`config.mk`:
```
export PLATFORM = sky130hd
export DESIGN_NAME = morse_key_sequencer_flat
export DESIGN_NICKNAME = d
export VERILOG_FILES = /design/src/rtl/morse_key_sequencer_pkg.sv /design/src/rtl/morse_key_sequencer_if.sv /design/src/rtl/morse_key_sequencer_timer.sv /design/src/rtl/morse_key_sequencer.sv /design/src/flat_wrapper.sv
export SDC_FILE = /design/constraint.sdc
export NUM_CORES = 1
export LEC_CHECK = 0
export ABC_AREA = 1
export CAP_MARGIN = 30
export CORE_ASPECT_RATIO = 1.25
export CORE_MARGIN = 4
export CORE_UTILIZATION = 50
export CTS_CLUSTER_DIAMETER = 60
export DETAILED_ROUTE_END_ITERATION = 6
export GPL_TIMING_DRIVEN = 1
export PLACE_DENSITY = 0.68
export REMOVE_ABC_BUFFERS = 1
export SYNTH_ARGS = -nofsm -noshare
export SYNTH_HDL_FRONTEND = slang
export SYNTH_SLANG_ARGS = --single-unit
```
`constraint.sdc`:
```
create_clock -name clk -period 4 [get_ports clk]
set_input_delay 0.6 -clock clk [delete_from_list [all_inputs] [get_ports clk]]
set_output_delay 0.6 -clock clk [all_outputs]
set_load 0.005 [all_outputs]
```
`src/rtl/morse_key_sequencer_pkg.sv`:
```
// Shared key codes, FSM state encoding and sizing helpers for the Morse key sequencer.
package morse_key_sequencer_pkg;

    localparam logic [3:0] KEY_DOT    = 4'd1;
    localparam logic [3:0] KEY_DASH   = 4'd2;
    localparam logic [3:0] KEY_BKSP   = 4'd3;
    localparam logic [3:0] KEY_COMMIT = 4'd4;

    localparam int MAX_LEN = 5;

    typedef enum logic [1:0] {
        ST_IDLE   = 2'd0,
        ST_TONE   = 2'd1,
        ST_GAP    = 2'd2,
        ST_COMMIT = 2'd3
    } state_t;

    function automatic int max3(input int a, input int b, input int c);
        int m;
        m = (a > b) ? a : b;
        return (m > c) ? m : c;
    endfunction

endpackage

```
`src/rtl/morse_key_sequencer_if.sv`:
```
// Keypad strobe, piezo/preview status and decoder valid/ready bundle.
interface morse_key_sequencer_if;

    logic [3:0] key_val;
    logic       key_trig;
    logic       tone_on;
    logic       busy;
    logic [2:0] sym_len;
    logic       code_valid;
    logic       code_ready;
    logic [4:0] code_bits;
    logic [2:0] code_len;
    logic       code_err;

    modport master (
        output key_val, key_trig, code_ready,
        input  tone_on, busy, sym_len, code_valid, code_bits, code_len, code_err
    );

    modport slave (
        input  key_val, key_trig, code_ready,
        output tone_on, busy, sym_len, code_valid, code_bits, code_len, code_err
    );

endinterface

```
`src/rtl/morse_key_sequencer_timer.sv`:
```
// Loadable down-counter that stops at zero; shared by the tone and gap phases.
module morse_key_sequencer_timer #(
    parameter int W = 8
) (
    input  logic         clk,
    input  logic         rst_n,
    input  logic         i_load,
    input  logic [W-1:0] i_value,
    output logic         o_zero
);

    logic [W-1:0] r_value;

    always_ff @(posedge clk or negedge rst_n) begin
        if (!rst_n) begin
            r_value <= '0;
        end else if (i_load) begin
            r_value <= i_value;
        end else if (r_value != '0) begin
            r_value <= r_value - W'(1);
        end
    end

    assign o_zero = (r_value == '0);

endmodule

```
`src/rtl/morse_key_sequencer.sv`:
```
// Keypad front end: edge-detects keys, times element tones, buffers up to MAX_LEN
// elements and hands the finished symbol to the decoder over valid/ready.
module morse_key_sequencer
    import morse_key_sequencer_pkg::*;
#(
    parameter int TONE_DOT_CYCLES  = 500_000,
    parameter int TONE_DASH_CYCLES = 1_500_000,
    parameter int GAP_CYCLES       = 2_000_000
) (
    input  logic                 clk,
    input  logic                 rst_n,
    morse_key_sequencer_if.slave bus
);

    localparam int TIMER_W = $clog2(max3(TONE_DOT_CYCLES, TONE_DASH_CYCLES, GAP_CYCLES) + 1);
    // Timer is loaded with N-1 so that the phase lasts exactly N cycles.
    localparam logic [TIMER_W-1:0] DOT_LOAD  = TIMER_W'(TONE_DOT_CYCLES - 1);
    localparam logic [TIMER_W-1:0] DASH_LOAD = TIMER_W'(TONE_DASH_CYCLES - 1);
    localparam logic [TIMER_W-1:0] GAP_LOAD  = TIMER_W'(GAP_CYCLES - 1);

    state_t       r_state;
    logic         r_trig_q, r_key_evt;
    logic [3:0]   r_key_code;
    logic [4:0]   r_bits;
    logic [2:0]   r_len;
    logic         r_ovf;
    logic         r_tone_on, r_busy, r_code_valid, r_code_err;
    logic [4:0]   r_code_bits;
    logic [2:0]   r_code_len;

    logic               w_is_elem, w_is_dash, w_is_bksp, w_is_commit;
    logic               w_load, w_timer_zero;
    logic [TIMER_W-1:0] w_load_val;
    logic [4:0]         w_app_bits, w_bksp_bits;
    logic [2:0]         w_app_len;
    logic               w_app_ovf;

    assign w_is_dash   = (r_key_code == KEY_DASH);
    assign w_is_elem   = r_key_evt && ((r_key_code == KEY_DOT) || w_is_dash);
    assign w_is_bksp   = r_key_evt && (r_key_code == KEY_BKSP);
    assign w_is_commit = r_key_evt && (r_key_code == KEY_COMMIT);
    assign w_bksp_bits = r_bits & ~(5'd1 << (r_len - 3'd1));

    always_comb begin
        w_app_bits = r_bits;
        w_app_len  = r_len;
        w_app_ovf  = r_ovf;
        if (r_len == 3'(MAX_LEN)) begin
            w_app_ovf = 1'b1;
        end else begin
            w_app_bits = r_bits | (5'(w_is_dash) << r_len);
            w_app_len  = r_len + 3'd1;
        end
    end

    always_comb begin
        w_load     = 1'b0;
        w_load_val = GAP_LOAD;
        case (r_state)
            ST_IDLE, ST_GAP: begin
                if (w_is_elem) begin
                    w_load     = 1'b1;
                    w_load_val = w_is_dash ? DASH_LOAD : DOT_LOAD;
                end else if (r_state == ST_GAP && w_is_bksp && r_len > 3'd1) begin
                    w_load = 1'b1;
                end
            end
            ST_TONE: w_load = w_timer_zero;
            default: w_load = 1'b0;
        endcase
    end

    morse_key_sequencer_timer #(.W(TIMER_W)) u_timer (
        .clk     (clk),
        .rst_n   (rst_n),
        .i_load  (w_load),
        .i_value (w_load_val),
        .o_zero  (w_timer_zero)
    );

    always_ff @(posedge clk or negedge rst_n) begin
        if (!rst_n) begin
            r_state      <= ST_IDLE;
            r_trig_q     <= 1'b0;
            r_key_evt    <= 1'b0;
            r_key_code   <= '0;
            r_bits       <= '0;
            r_len        <= '0;
            r_ovf        <= 1'b0;
            r_tone_on    <= 1'b0;
            r_busy       <= 1'b0;
            r_code_valid <= 1'b0;
            r_code_bits  <= '0;
            r_code_len   <= '0;
            r_code_err   <= 1'b0;
        end else begin
            r_trig_q   <= bus.key_trig;
            r_key_evt  <= bus.key_trig & ~r_trig_q;
            r_key_code <= bus.key_val;
            case (r_state)
                ST_IDLE: begin
                    if (w_is_elem) begin
                        r_bits    <= w_app_bits;
                        r_len     <= w_app_len;
                        r_ovf     <= w_app_ovf;
                        r_tone_on <= 1'b1;
                        r_busy    <= 1'b1;
                        r_state   <= ST_TONE;
                    end else if (w_is_commit) begin
                        r_code_bits  <= r_bits;
                        r_code_len   <= r_len;
                        r_code_err   <= r_ovf;
                        r_code_valid <= 1'b1;
                        r_busy       <= 1'b1;
                        r_state      <= ST_COMMIT;
                    end
                end
                ST_TONE: begin
                    if (w_timer_zero) begin
                        r_tone_on <= 1'b0;
                        r_busy    <= 1'b0;
                        r_state   <= ST_GAP;
                    end
                end
                ST_GAP: begin
                    // A new element beats gap expiry in the same cycle.
                    if (w_is_elem) begin
                        r_bits    <= w_app_bits;
                        r_len     <= w_app_len;
                        r_ovf     <= w_app_ovf;
                        r_tone_on <= 1'b1;
                        r_busy    <= 1'b1;
                        r_state   <= ST_TONE;
                    end else if (w_is_bksp) begin
                        r_bits <= w_bksp_bits;
                        r_len  <= r_len - 3'd1;
                        if (r_len == 3'd1) r_state <= ST_IDLE;
                    end else if (w_is_commit || w_timer_zero) begin
                        r_code_bits  <= r_bits;
                        r_code_len   <= r_len;
                        r_code_err   <= r_ovf;
                        r_code_valid <= 1'b1;
                        r_busy       <= 1'b1;
                        r_state      <= ST_COMMIT;
                    end
                end
                ST_COMMIT: begin
                    if (r_code_valid && bus.code_ready) begin
                        r_code_valid <= 1'b0;
                        r_busy       <= 1'b0;
                        r_bits       <= '0;
                        r_len        <= '0;
                        r_ovf        <= 1'b0;
                        r_state      <= ST_IDLE;
                    end
                end
                default: r_state <= ST_IDLE;
            endcase
        end
    end

    assign bus.tone_on    = r_tone_on;
    assign bus.busy       = r_busy;
    assign bus.sym_len    = r_len;
    assign bus.code_valid = r_code_valid;
    assign bus.code_bits  = r_code_bits;
    assign bus.code_len   = r_code_len;
    assign bus.code_err   = r_code_err;

endmodule

```
`src/flat_wrapper.sv`:
```
// flat-port wrapper written by rule: the top's interface ports become plain ports
module morse_key_sequencer_flat import morse_key_sequencer_pkg::*;
#(
    parameter int TONE_DOT_CYCLES  = 500_000,
    parameter int TONE_DASH_CYCLES = 1_500_000,
    parameter int GAP_CYCLES       = 2_000_000
)
  (clk, rst_n, bus_key_val, bus_key_trig, bus_code_ready, bus_tone_on, bus_busy, bus_sym_len, bus_code_valid, bus_code_bits, bus_code_len, bus_code_err);
  morse_key_sequencer_if bus_i ();
  input  logic clk;
  input  logic rst_n;
  input wire logic [$bits(bus_i.key_val)-1:0] bus_key_val;
  input wire logic [$bits(bus_i.key_trig)-1:0] bus_key_trig;
  input wire logic [$bits(bus_i.code_ready)-1:0] bus_code_ready;
  output wire logic [$bits(bus_i.tone_on)-1:0] bus_tone_on;
  output wire logic [$bits(bus_i.busy)-1:0] bus_busy;
  output wire logic [$bits(bus_i.sym_len)-1:0] bus_sym_len;
  output wire logic [$bits(bus_i.code_valid)-1:0] bus_code_valid;
  output wire logic [$bits(bus_i.code_bits)-1:0] bus_code_bits;
  output wire logic [$bits(bus_i.code_len)-1:0] bus_code_len;
  output wire logic [$bits(bus_i.code_err)-1:0] bus_code_err;
  assign bus_i.key_val = bus_key_val;
  assign bus_i.key_trig = bus_key_trig;
  assign bus_i.code_ready = bus_code_ready;
  assign bus_tone_on = bus_i.tone_on;
  assign bus_busy = bus_i.busy;
  assign bus_sym_len = bus_i.sym_len;
  assign bus_code_valid = bus_i.code_valid;
  assign bus_code_bits = bus_i.code_bits;
  assign bus_code_len = bus_i.code_len;
  assign bus_code_err = bus_i.code_err;
  morse_key_sequencer #(.TONE_DOT_CYCLES(TONE_DOT_CYCLES), .TONE_DASH_CYCLES(TONE_DASH_CYCLES), .GAP_CYCLES(GAP_CYCLES)) u_core (.clk(clk), .rst_n(rst_n), .bus(bus_i));
endmodule
```
**After elaboration in Yosys (flattened, before gate mapping)**

Cells that the tools add are included.

- Register bits after elaboration: 50
- Bits of input ports: 8
- Output and inout bits: 15
- Logic and storage cells: 137

- Add/subtract/negate cells: 3
- Magnitude comparators: 1
- Eq/ne operators: 25
- Shifts and indexed selects: 2
- Mux-type cells: 63
- Bitwise gates (word level): 5
- Reduce and logical (&&, ||, !) cells: 24

Operators by type and width:

| kind | count |
|---|---|
| $mux 21 | 5 |
| $mux 5 | 10 |
| $mux 3 | 10 |
| $logic_not 21->1 | 1 |
| $reduce_bool 21->1 | 1 |
| $sub 21x1->21 const B | 1 |
| $mux 1 | 19 |
| $mux 2 | 8 |
| $pmux 5 s3 | 1 |
| $ne 2x1->1 const B | 6 |
| $pmux 5 s2 | 1 |
| $reduce_and 5->1 | 2 |
| $pmux 3 s3 | 1 |
| $eq 4x2->1 const B | 2 |
| $ne 2x2->1 const B | 4 |
| $pmux 1 s2 | 4 |
| $pmux 2 s4 | 1 |
| $reduce_and 4->1 | 2 |
| $reduce_bool 2->1 | 4 |
| $reduce_and 7->1 | 1 |
| $logic_and 1x1->1 | 6 |
| $ne 3x1->1 const B | 2 |
| $ne 3x2->1 const B | 2 |
| $pmux 3 s2 | 1 |
| 26 further kinds | 28 |

**Depth between registers and ports, before layout**

- Word-level depth: 8
- Mapped depth: 12
- Mapped depth without buffers: 12

**Hierarchy**

A second synthesis with hierarchy kept.

- Cells, all modules: 449
- Area total of the unflattened synthesis: 3286.9 µm²

Modules (own cells, without submodules):

| module | instances | cells an instance | area each (µm²) |
|---|---|---|---|
| morse_key_sequencer | 1 | 222 | 1736.7 |
| morse_key_sequencer_timer | 1 | 227 | 1550.2 |

**Least setup slack after synthesis**

No wires, ideal clock.

- Path type: register -> register
- Start: register u_core.r_len[1], in the netlist u_core.bus.sym_len[1]
- End: register u_core.r_bits[1]
- Arrival time: 1.641 ns
- Path slack: 2.246 ns
- Stages on the path, launching flop included: 10
- Period minus slack after synthesis: 1.754 ns
- Path through: dfrtp_1 -> inv_1 -> ha_1 -> xnor2_1 -> a21boi_0 -> nand2_1 -> o211ai_1 -> nand2_1 -> nand2_1 -> inv_1

- Cells in the longest elaborated chain, start to end: 7
- Elaborated cells between the ends (all ways): 12
- Classes of those cells: add/sub (1); eq/ne (1); shift (2); mux (5); bitwise (3)

RTL lines:

| element | line | source |
|---|---|---|
| from (decl) | morse_key_sequencer.sv:25 | `logic [2:0] r_len;` |
| from (signal assigned) | morse_key_sequencer.sv:104 | `r_len <= w_app_len;` |
| from (signal assigned) | morse_key_sequencer.sv:129 | `r_len <= w_app_len;` |
| from (signal assigned) | morse_key_sequencer.sv:136 | `r_len <= r_len - 3'd1;` |
| $sub 3x1->3 | morse_key_sequencer.sv:42 | `assign w_bksp_bits = r_bits & ~(5'd1 << (r_len - 3'd1));` |
| $shl 1x3->5 | morse_key_sequencer.sv:42 |  |
| $not 5->5 | morse_key_sequencer.sv:42 |  |
| $and 5x5->5 | morse_key_sequencer.sv:42 |  |
| $mux 5 | morse_key_sequencer.sv:134 | `end else if (w_is_bksp) begin` |
| $mux 5 | morse_key_sequencer.sv:127 | `if (w_is_elem) begin` |
| $pmux 5 s3 (*) | morse_key_sequencer.sv:100 | `case (r_state)` |
| to (signal assigned) | morse_key_sequencer.sv:103 | `r_bits <= w_app_bits;` |
| to (signal assigned) | morse_key_sequencer.sv:128 | `r_bits <= w_app_bits;` |
| to (signal assigned) | morse_key_sequencer.sv:135 | `r_bits <= w_bksp_bits;` |
| to (decl) | morse_key_sequencer.sv:24 | `logic [4:0] r_bits;` |

Mark *: on every way between the ends. The rest lies on a longest branch, timed or not. The select of a mux whose other input is x is not followed.
A chain may end at the register's enable or synchronous reset.

**Worst setup path after layout**

Ends and elaborated chain as after synthesis.

==> impl_metrics.csv <==
group,metric,value,unit
final_layout,drive_above_1_share,15.27,%
detailed_routing,drtAntennaViolNets,0,
floorplanning,dieArea,0.007409,sq mm
synthesis,ys_seq_elements,50,
sta,fin_setup_tns,0,ns
synthesis,yosysTopAreaCell,"dfrtp_1",
sta,rsz0062_at_grt,"false",
hold_path,hold_path_class,"input port to async pin",
placed_design,preCtsSetupSlack,1.788,ns
floorplanning,die_h,95.24,um
synthesis,synth_top_family_by_area,"simple AND/OR/NAND/NOR gates",
clock_tree,worstSkewPairLatency,0.30,ns
sta,fmax,443.8,MHz
final_layout,final_cell_count_no_fill,501,
sta,setup_ws,1.747,ns
floorplanning,fp.coreArea,0.005857,sq mm
synthesis,ys_warn_count,0,
synthesis,synth_most_common_cell,"nand2_1",
global_route,grt.overflow.total,0,
power_and_ir_drop,power_leakage,0.001708,uW
sta,finalCritPeriodShare,56.33,%
global_route,grt_usage,19.68,%
power_and_ir_drop,vdd_drop_max,396.9,uV
placed_design,finalWeightedCongestion,0.8486,
critical_path,start_kind,"register",
final_layout,finalNetCount,433,
synthesis,synth_compound_area_share,10.60,%
clock_tree,post-cts-setup-buffers,0,
floorplanning,io_pins,23,
global_route,grt_pass1_wl,11680,um
clock_tree,cts.reportedPaths.clkPinSlew,0.09,ns
detailed_routing,via_per_inst,5.200,
sta,worst_slew_pin_slew,0.6724,ns
outcome,status,"finished clean",
detailed_routing,drcViolationCount,0,
sta,finalCriticalPeriod,2.253,ns
placed_design,dp.cells,493,
clock_tree,hold_buffers,0,
job,cap_violations,0,
final_layout,diodes,0,
power_and_ir_drop,power,2403,uW
clock_tree,clockBufferDepth,2,
final_layout,syn2layout_area_growth,13.93,%
detailed_routing,vias,2605,
power_and_ir_drop,power.density,692.7,mW/mm^2
synthesis,syn_inst,392,
clock_tree,cts_repair_resize_count,0,
sta,finalHoldViolCount,0,
detailed_routing,finalWirelength,6499,um
global_route,grt_start_max_net_pins,34,
synthesis,synth.area.top_cells,"dfrtp_1 41%, nand2_1 12%, inv_1 5.8%",
synthesis,synth_ff_type,"dfrtp_1",
placed_design,io_buffers,22,
detailed_routing,dr.first_iter.drc_count,172,
floorplanning,num_rows,31,
synthesis,synth_fa_ha_area_share,2.877,%
synthesis,muxShareOfSynthArea,0,%
critical_path,worstPathMaxFanout,9,
floorplanning,die_x,77.79,um
global_route,grt_antenna_before_repair,0,
critical_path,r2r_start,"u_core.bus.sym_len[1]",
sta,setup-violations-final,0,
critical_path,required,4.20,ns
floorplanning,initial_utilization,51.98,%
synthesis,synth-edff-count,0,
synthesis,synthSimpleGateAreaFrac,34.85,%
synthesis,yosysSeqAreaShare,41.10,%
detailed_routing,firstDrtPassIters,4,
clock_tree,h-tree-depth,2,
critical_path,critPathLaunch,"u_core.bus.sym_len[1]",
sta,holdWs,0.2153,ns
synthesis,syn-cell-area,0.003044,sq mm
global_route,grt_pass1_vias,2591,
sta,clock_skew,0.005943,ns
clock_tree,numCtsBuffers,5,
synthesis,yosysTopAreaCellShare,41.10,%
synthesis,synth_xor_xnor_area_share,2.014,%
synthesis,async_flop_share,100.0,%
sta,slew_headroom,54.77,%
synthesis,synth.avg_cell_area,7.766,sq um
critical_path,path_class,"register to register",
synthesis,ys_types,36,
clock_tree,cts_tree,"built",
critical_path,cp-end-kind,"register",
synthesis,synth_common_cells,"96 x nand2_1, 50 x dfrtp_1, 47 x inv_1",
clock_tree,root_buffer,"clkbuf_8",
sta,report.final.slew_viol_count,0,
clock_tree,clock-sinks,50,
detailed_routing,wl_per_cell,12.97,um
placed_design,hpwl,4959,um
critical_path,worstPathArrival,2.45,ns
==> path summary, 6_finish.rpt <==
path	endpoint	slack (ns)	cells past startpoint
worst min-delay path	u_core.u_timer.r_value[19]	0.22	1
worst max register to register	u_core.r_bits[1]	1.75	9
min in group clk	u_core.r_key_evt	0.41	1
worst min register to register	u_core.r_key_evt	0.41	1
worst max-delay path	u_core.r_bits[1]	1.75	9
max in group asynchronous	u_core.u_timer.r_value[2]	3.02	2
==> area by class of cell <==
type                       count  area (sq um)
inverter                      56         216.5
clock buffer                   6         82.58
sequential                    50          1251
tap                           82         102.6
fill                         533          2389
clock inverter                 2         60.06
multi-input combinational    282          1533
timing repair buffer          23         222.7
==> report_power, final <==
part / internal (uW) / leakage (uW) / switching, uW / total (uW)
combinational: 447 / 0.00102 / 660 / 1110
sequential: 674 / 0.000617 / 186 / 860
clock: 267 / 0.0000714 / 168 / 435
==> critical path, cell delays in order (launching register included) <==
cell,delay [ns]
dfrtp_1,0.53
inv_1,0.21
ha_1,0.23
xnor2_1,0.21
a21boi_0,0.59
nand2_1,0.10
o211ai_1,0.11
nand2_1,0.07
nand2_1,0.06
inv_1,0.04
==> registers in the layout, indices dropped and copies added (netlist names) <==
register and cells:
u_core.u_timer.r_value 21, u_core.r_bits 5, u_core.bus.code_len 3, u_core.r_trig_q 1, u_core.r_ovf 1, u_core.bus.code_err 1, u_core.r_state 2, u_core.bus.code_valid 1
u_core.r_key_evt 1, u_core.bus.busy 1, u_core.bus.sym_len 3, u_core.bus.code_bits 5, u_core.bus.tone_on 1, u_core.r_key_code 4
==> cells in the final DEF, fill, tap and decap left out, types with 6 or more instances in the layout <==
| cell | count |
|---|---|
| nor2_1 | 41 |
| clkdlybuf4s50_1 | 21 |
| inv_2 | 6 |
| nor2_2 | 9 |
| nand3_1 | 30 |
| dfrtp_1 | 50 |
| o21ai_0 | 17 |
| nand2_2 | 8 |
| a21oi_1 | 13 |
| nand4_1 | 7 |
| nand2_4 | 7 |
| inv_1 | 47 |
| clkbuf_8 | 6 |
| ha_1 | 7 |
| o21ai_2 | 9 |
| nand2_1 | 96 |
==> cells by family after synthesis <==
family / Yosys count
buffers and inverters: 60
AO/OA/AOI/OAI: 52
XOR/XNOR: 7
AND/OR/NAND/NOR: 216
adder cells (fa/ha/maj): 7
flip-flops: 50
==> through the flow <==
stage,util (%),cell area (sq um)
after CTS,59.22,3468
after global placement,56.78,3326
final,59.22,3468
after detailed placement,56.78,3326
after global routing,59.22,3468
after floorplan,-,3000
==> layer usage <==
layer / GRT usage [%] / up-vias / wire, um / part of all wire, %
li1: - / 1306 / - / -
met1: 23.10 / 1207 / 2745 / 42
met2: 34.36 / 69 / 3246 / 50
met3: 3.308 / 23 / 275 / 4.2
met4: 10.53 / 0 / 232 / 3.6
met5: 0 / - / 0 / 0
No activity file was read; power rests on OpenSTA's default activity.
